## src/rtl/sdram_pattern_tester.sv

```systemverilog
// sdram_pattern_tester: writes a deterministic pattern over words 0..DEPTH-1,
// then reads them back with optional pacing and checks every returned word in
// request order, counting mismatches and capturing the first failing address.
// Optional build macro SDRAM_TESTER_LFSR_EN selects a Galois LFSR pattern
// instead of the default (address + SEED) incrementing pattern.
module sdram_pattern_tester #(
  parameter int          DATA_W   = 16,
  parameter int          ADDR_W   = 24,
  parameter int          DEPTH    = 256,
  parameter int          READ_GAP = 0,
  parameter int unsigned SEED     = 0,
  parameter int          ERR_W    = 16
) (
  input  logic              clk,
  input  logic              reset,
  input  logic              start,
  output logic [ADDR_W-1:0] address,
  output logic              write_enable,
  output logic [DATA_W-1:0] write_data,
  output logic              read_enable,
  input  logic              wait_request,
  input  logic [DATA_W-1:0] read_data,
  input  logic              read_valid,
  output logic              busy,
  output logic              done,
  output logic              pass,
  output logic [ERR_W-1:0]  error_count,
  output logic [ADDR_W-1:0] first_fail_addr
);

  localparam logic [2:0] S_IDLE  = 3'd0;
  localparam logic [2:0] S_WRITE = 3'd1;
  localparam logic [2:0] S_READ  = 3'd2;
  localparam logic [2:0] S_DRAIN = 3'd3;
  localparam logic [2:0] S_DONE  = 3'd4;

  // Gap counter needs at least one bit even when pacing is disabled.
  localparam int GAP_W = (READ_GAP > 0) ? $clog2(READ_GAP + 1) : 1;

  // One extra address bit so a window of exactly 2**ADDR_W words still ends.
  localparam logic [ADDR_W:0]  LAST_ADDR = (ADDR_W + 1)'(DEPTH - 1);
  localparam logic [ADDR_W:0]  DEPTH_CNT = (ADDR_W + 1)'(DEPTH);
  localparam logic [ADDR_W:0]  ADDR_ONE  = (ADDR_W + 1)'(1);
  localparam logic [GAP_W-1:0] GAP_LOAD  = GAP_W'(READ_GAP);
  localparam logic [ERR_W-1:0] ERR_MAX   = '1;
  localparam logic [DATA_W-1:0] SEED_VAL = DATA_W'(SEED);

  logic [2:0]        state_reg, state_next;
  logic [ADDR_W:0]   addr_reg, addr_next;
  logic [ADDR_W:0]   rc_reg, rc_next;
  logic [GAP_W-1:0]  gap_reg, gap_next;
  logic [ERR_W-1:0]  err_reg, err_next;
  logic [ADDR_W-1:0] ff_reg, ff_next;

  logic              start_pass;
  logic              wr_acc;
  logic              rd_acc;
  logic              check_en;
  logic [DATA_W-1:0] wr_pat;
  logic [DATA_W-1:0] chk_pat;

  assign start_pass = start && ((state_reg == S_IDLE) || (state_reg == S_DONE));
  assign wr_acc     = write_enable && !wait_request;
  assign rd_acc     = read_enable && !wait_request;
  assign check_en   = read_valid && ((state_reg == S_READ) || (state_reg == S_DRAIN));

`ifdef SDRAM_TESTER_LFSR_EN
  // Right-shifting Galois LFSR; tap masks hold bit (k-1) for each term x^k.
  function automatic logic [DATA_W-1:0] lfsr_taps();
    logic [DATA_W-1:0] t;
    t = '0;
    case (DATA_W)
      8:       t = DATA_W'(32'h0000_00B8);
      16:      t = DATA_W'(32'h0000_B400);
      32:      t = DATA_W'(32'h8020_0003);
      default: t = '0;
    endcase
    return t;
  endfunction

  localparam logic [DATA_W-1:0] LFSR_TAPS = lfsr_taps();
  localparam logic [DATA_W-1:0] LFSR_INIT = (SEED_VAL == '0) ? DATA_W'(1) : SEED_VAL;

  if ((DATA_W != 8) && (DATA_W != 16) && (DATA_W != 32)) begin : g_bad_lfsr_width
    $error("sdram_pattern_tester: LFSR pattern supports DATA_W of 8, 16 or 32 only");
  end

  function automatic logic [DATA_W-1:0] lfsr_step(input logic [DATA_W-1:0] v);
    return {1'b0, v[DATA_W-1:1]} ^ (v[0] ? LFSR_TAPS : '0);
  endfunction

  logic [DATA_W-1:0] wr_lfsr_reg;
  logic [DATA_W-1:0] chk_lfsr_reg;

  // Writer and checker LFSRs reload together at pass start and step independently.
  always_ff @(posedge clk) begin
    if (reset) begin
      wr_lfsr_reg  <= '0;
      chk_lfsr_reg <= '0;
    end else if (start_pass) begin
      wr_lfsr_reg  <= LFSR_INIT;
      chk_lfsr_reg <= LFSR_INIT;
    end else begin
      if (wr_acc)   wr_lfsr_reg  <= lfsr_step(wr_lfsr_reg);
      if (check_en) chk_lfsr_reg <= lfsr_step(chk_lfsr_reg);
    end
  end

  assign wr_pat  = wr_lfsr_reg;
  assign chk_pat = chk_lfsr_reg;
`else
  // Incrementing pattern: the word's own index plus the seed, wrapping at DATA_W.
  assign wr_pat  = DATA_W'(addr_reg) + SEED_VAL;
  assign chk_pat = DATA_W'(rc_reg) + SEED_VAL;
`endif

  // Next-state logic for the sequencer, the return counter and error capture.
  always_comb begin
    state_next = state_reg;
    addr_next  = addr_reg;
    rc_next    = rc_reg;
    gap_next   = gap_reg;
    err_next   = err_reg;
    ff_next    = ff_reg;

    case (state_reg)
      S_IDLE, S_DONE: begin
        if (start) begin
          state_next = S_WRITE;
          addr_next  = '0;
          rc_next    = '0;
          gap_next   = '0;
          err_next   = '0;
          ff_next    = '0;
        end
      end
      S_WRITE: begin
        if (wr_acc) begin
          if (addr_reg == LAST_ADDR) begin
            state_next = S_READ;
            addr_next  = '0;
          end else begin
            addr_next = addr_reg + ADDR_ONE;
          end
        end
      end
      S_READ: begin
        if (gap_reg != '0) begin
          gap_next = gap_reg - GAP_W'(1);
        end
        if (rd_acc) begin
          gap_next = GAP_LOAD;
          if (addr_reg == LAST_ADDR) begin
            state_next = S_DRAIN;
          end else begin
            addr_next = addr_reg + ADDR_ONE;
          end
        end
      end
      S_DRAIN: begin
        state_next = S_DRAIN;
      end
      default: begin
        state_next = S_IDLE;
      end
    endcase

    // Returned words arrive in request order, so rc names the word being checked.
    if (check_en) begin
      rc_next = rc_reg + ADDR_ONE;
      if (read_data != chk_pat) begin
        if (err_reg == '0) begin
          ff_next = rc_reg[ADDR_W-1:0];
        end
        if (err_reg != ERR_MAX) begin
          err_next = err_reg + ERR_W'(1);
        end
      end
    end

    if ((state_reg == S_DRAIN) && (rc_next == DEPTH_CNT)) begin
      state_next = S_DONE;
    end
  end

  // State registers; reset aborts any pass in flight.
  always_ff @(posedge clk) begin
    if (reset) begin
      state_reg <= S_IDLE;
      addr_reg  <= '0;
      rc_reg    <= '0;
      gap_reg   <= '0;
      err_reg   <= '0;
      ff_reg    <= '0;
    end else begin
      state_reg <= state_next;
      addr_reg  <= addr_next;
      rc_reg    <= rc_next;
      gap_reg   <= gap_next;
      err_reg   <= err_next;
      ff_reg    <= ff_next;
    end
  end

  assign address         = addr_reg[ADDR_W-1:0];
  assign write_enable    = (state_reg == S_WRITE);
  assign write_data      = (state_reg == S_WRITE) ? wr_pat : '0;
  assign read_enable     = (state_reg == S_READ) && (gap_reg == '0);
  assign busy            = (state_reg == S_WRITE) || (state_reg == S_READ) || (state_reg == S_DRAIN);
  assign done            = (state_reg == S_DONE);
  assign pass            = (state_reg == S_DONE) && (err_reg == '0);
  assign error_count     = err_reg;
  assign first_fail_addr = ff_reg;

endmodule

```

## config.mk

```make
export PLATFORM = sky130hd
export DESIGN_NAME = sdram_pattern_tester
export DESIGN_NICKNAME = d
export VERILOG_FILES = /design/src/rtl/sdram_pattern_tester.sv
export SDC_FILE = /design/constraint.sdc
export NUM_CORES = 1
export LEC_CHECK = 0
export ABC_AREA = 1
export BUFFER_PORTS_ARGS = -buffer_cell sky130_fd_sc_hd__buf_2
export CAP_MARGIN = 20
export CORE_MARGIN = 1
export CORE_UTILIZATION = 50
export DETAILED_ROUTE_END_ITERATION = 8
export PLACE_DENSITY_LB_ADDON = 0.05
export SYNTH_ARGS = -nofsm -noshare
export SYNTH_HDL_FRONTEND = slang
export SYNTH_SLANG_ARGS = --single-unit
```

## constraint.sdc

```tcl
create_clock -name clk -period 2.52 [get_ports clk]
set_input_delay 0.504 -clock clk [delete_from_list [all_inputs] [get_ports clk]]
set_output_delay 0.504 -clock clk [all_outputs]
set_load 0.01 [all_outputs]
```

# Word-level counts from Yosys, hierarchy flattened
# Index checks and enable logic that the tools add are counted.
# word_totals
wordCells	82
reg_bits	94
in_bits	21
# op_classes
eq_ne	19
add_sub_neg	4
n_bitwise	1
mux	31
reduce_logical	20
# ops
operator	n
$mux W25	8
$mux W24	5
$mux W16	6
$pmux W25 S3	1
$add A25 B1 Y25 const B	2
$eq A25 B8 Y1 const B	1
$eq A25 B9 Y1 const B	1
$mux W3	6
$add A16 B1 Y16 const B	1
$logic_not A16 Y1	1
$ne A16 B16 Y1	1
$ne A16 B16 Y1 const B	1
$reduce_and A5 Y1	3
$pmux W3 S4	1
$ne A3 B3 Y1 const B	3
$ne A2 B2 Y1 const B	4
$eq A3 B2 Y1 const B	2
$logic_and A1 B1 Y1	6
$ne A3 B1 Y1 const B	2
$ne A2 B1 Y1 const B	2
$reduce_or A2 Y1	2
$eq A3 B1 Y1 const B	1
$eq A3 B3 Y1 const B	1
$logic_not A3 Y1	1
9 further kinds	13

# Depth between registers and ports, before layout
# logic_depth
depth_word	8
depth_mapped	15

# Worst setup path before layout
# Ideal clock, no wire load.
# synth_path
path_kind	register -> output
start	reg state_reg[0]
end	out write_data[10]
setup_slack_ps	540
t_required_ps	2016
path_stages_with_launch	7
arrival_ps	1476
path_buffers	2
path_cell_list	dfxtp_1 > inv_1 > nor3_4 > inv_2 > clkbuf_1 > clkbuf_1 > nor2_1
# synth_via
elab_chain_len	2
# synth_lines
item	line	text
start, declared	48	logic [2:0] state_reg, state_next;
start signal, assigned	196	state_reg <= state_next;
$eq A3 B1 Y1	--	
via write_enable	18	output logic write_enable,
$mux W16	207	assign write_data = (state_reg == S_WRITE) ? wr_pat : '0;
end, declared	19	output logic [DATA_W-1:0] write_data,
# The timed path passes the listed nets, and every way through them passes these cells.

# Worst setup path after layout
# layout_path
start	reg err_reg[0] (netlist: error_count[0])
end	out pass
# layout_via
elab_chain_len	2
# layout_lines
item	line	text
start, declared	52	logic [ERR_W-1:0] err_reg, err_next;
start signal, assigned	200	err_reg <= err_next;
$logic_not A16 Y1	211	assign pass = (state_reg == S_DONE) && (err_reg == '0);
$logic_and A1 B1 Y1	211	
end, declared	26	output logic pass,
# No other way between the ends.

==> results.toml <==
[finish]
syn2layout_area_growth_pct = 13.8
diodes = 0
fillers = 1169
multi_input_area_um2 = 3190
layout-drive-gt1-share = 0.169
final_nets = 1028
fin_area_um2 = 6590
finalCoreUtilization = 0.595
seq_area_um2 = 1860
final_cells = 1148

[timing]
min_period_over_period = 0.936
slew_violations = 0
worstMarginPinSlew_ps = 592
setup_viol = 0
fin_ws_ps = 160
hold_violations = 0
maxSlewHeadroom = 0.605
tns_ps = 0
max_freq_ghz = 0.424
fin_skew_ps = 7.35
rsz0062_at_grt = "false"
holdWs_ps = 463
period_minus_slack_ps = 2360

[floorplan]
die_x_um = 110
ios = 106
die_area_um2 = 12000
initial_core_util = 0.523
row_count = 38
design.core.area_um2 = 11100
die_y_um = 110

[clock_network]
cts.clk_slew.worst_paths_ps = 70
cts_buffer_depth = 2
clk_latency_ps = 350
htreeDepth = 3
cts-root-buf = "clkbuf_16"
numCtsBuffers = 9
cts.sinks = 93
cts_tree = "done"

[synth]
ys_seq_elements = 93
synthArstFlopShare = 0
synth_common_cells = "nand2_1, nor2_1, inv_1"
yosys.area.top_type = "dfxtp_1"
yosysSeqAreaShare = 0.321
yosys.cell_types.count = 42
yosysWarnings = 0
ys.flop_type = "dfxtp_1"
yosysMostFrequentCell = "nand2_1"
synthesis.nets = 948
synth_edf_count = 0
synth_top_area_frac = 0.321
netlist_area_um2 = 5790
synthCells = 923
synth_area_leaders = "dfxtp_1, nand2_1, nor2_1"
avgSynthCellArea_um2 = 6.27

[pwr]
p_leak_nw = 2.83
p_per_area_nw_per_um2 = 652
total_power_mw = 4.30
ir_drop_v = 0.000472

[global_routing]
grt_pass1_vias = 5403
grt_start_max_net_pins = 51
grt-ovfl-total = 0
grt_pass1_wl_um = 25600
antenna_found_initial = 0
globalRouteTotalUtil = 0.273

[drt]
ant_nets = 0
drc_errors = 0
viasPerCell = 5.23
avgRoutedWirePerCell_um = 13.8
vias = 6001
drt_iter0_markers = 362
firstDrtPassIters = 5
finalWirelength_um = 15800

[worst_setup_path]
startpoint_type = "flop"
cp_max_fo = 5
r2r-start = "rc_reg[1]$_SDFF_PP0_"
reg2reg_slack_ps = 340
r2r_cells = 14
r2r_end = "state_reg[1]$_SDFFE_PP0P_"
path_class = "flop to output pin"
arrival_ps = 1860
crit_path_end_kind = "output pin"
worstPathRequired_ps = 2020

[hold_path]
worst_hold_path_type = "flop to flop"
hold_depth = 2
hp-start = "first_fail_addr[3]$_SDFF_PP0_"
min_to = "first_fail_addr[3]$_SDFF_PP0_"

[placement]
dp_hpwl_um = 11800
place.gp.congestion = 0.916
postPlaceCellArea_um2 = 6310
port_buffers = 105
dp.cells = 1132
post-place-ws_ps = 352

[status]
status = "complete, no violations"

[run]
cap_violations = 0
## what timing repair did
item	in CTS	in global routing
gates resized for setup	1	0
setup endpoints to repair	1	0
setup buffers	0	0
hold buffers	0	0
## cells in the final DEF (no fill, tap or decap), drive strengths merged
cell and n:
nand2 251, nor2 136, buf 124, inv 107, dfxtp 93, a21oi 74, o21ai 60, nand3 49
nor3 24, nand4 21, xor2 14, xnor2 12, clkbuf 11, o211ai 6, ha 4, clkinv 4
o22ai 2, a211oi 2, nor3b 2, clkinvlp 2, o21a 2, nor4 2, or2 2, nand3b 1
a31oi 1, and3 1, a22oi 1
## critical path, stage by stage (launching register included)
cell	delay, ps
dfxtp_1	350
inv_1	80
ha_1	150
nand3_1	90
nor4_2	430
and3_1	260
buf_2	140
## power by group
part	internal [mW]	switching (mW)	leakage, nW
Combinational	0.404	0.947	1.95
Sequential	1.57	0.0801	0.751
Clock	0.696	0.599	0.132
## cells by family (layout without fill, tap and decap cells)
group / count (synthesis) / count (layout) / synth area share
AND/OR/NAND/NOR: 489 / 489 / 0.367
adder cells (fa/ha/maj): 4 / 4 / 0.00864
buffers and inverters: 163 / 248 / 0.128
flip-flops: 93 / 93 / 0.321
AO/OA/AOI/OAI: 148 / 148 / 0.136
XOR/XNOR: 26 / 26 / 0.0393
## layout make-up
| class | count | area share |
|---|---|---|
| Tap cell | 140 | 0.0266 |
| Clock inverter | 5 | 0.00512 |
| Multi-Input combinational cell | 667 | 0.484 |
| Clock buffer | 11 | 0.0368 |
| Inverter | 108 | 0.0615 |
| Sequential cell | 93 | 0.282 |
| Timing Repair Buffer | 124 | 0.103 |
## routing by layer
metal	up-vias	global-route usage	wire, um
li1	3100	-	-
met1	2716	0.346	7310
met2	159	0.471	7440
met3	26	0.0350	702
met4	0	0.103	348
met5	-	0	0
## worst max path at each step
stage                              start                            end  slack, ps  cells past startpoint
2_1_floorplan  state_reg[0]$_SDFFE_PP0P_                 write_data[10]        540                      6
3_3_place_gp                read_data[6]  first_fail_addr[0]$_SDFF_PP0_        340                     11
3_5_place_dp   state_reg[1]$_SDFFE_PP0P_      addr_reg[22]$_SDFFE_PP0P_        350                     11
4_1_cts        error_count[0]$_SDFF_PP0_                           pass        140                      6
5_1_grt        error_count[0]$_SDFF_PP0_                           pass         70                      6
6_report       error_count[0]$_SDFF_PP0_                           pass        160                      6
(Power assumes the default switching activity.)
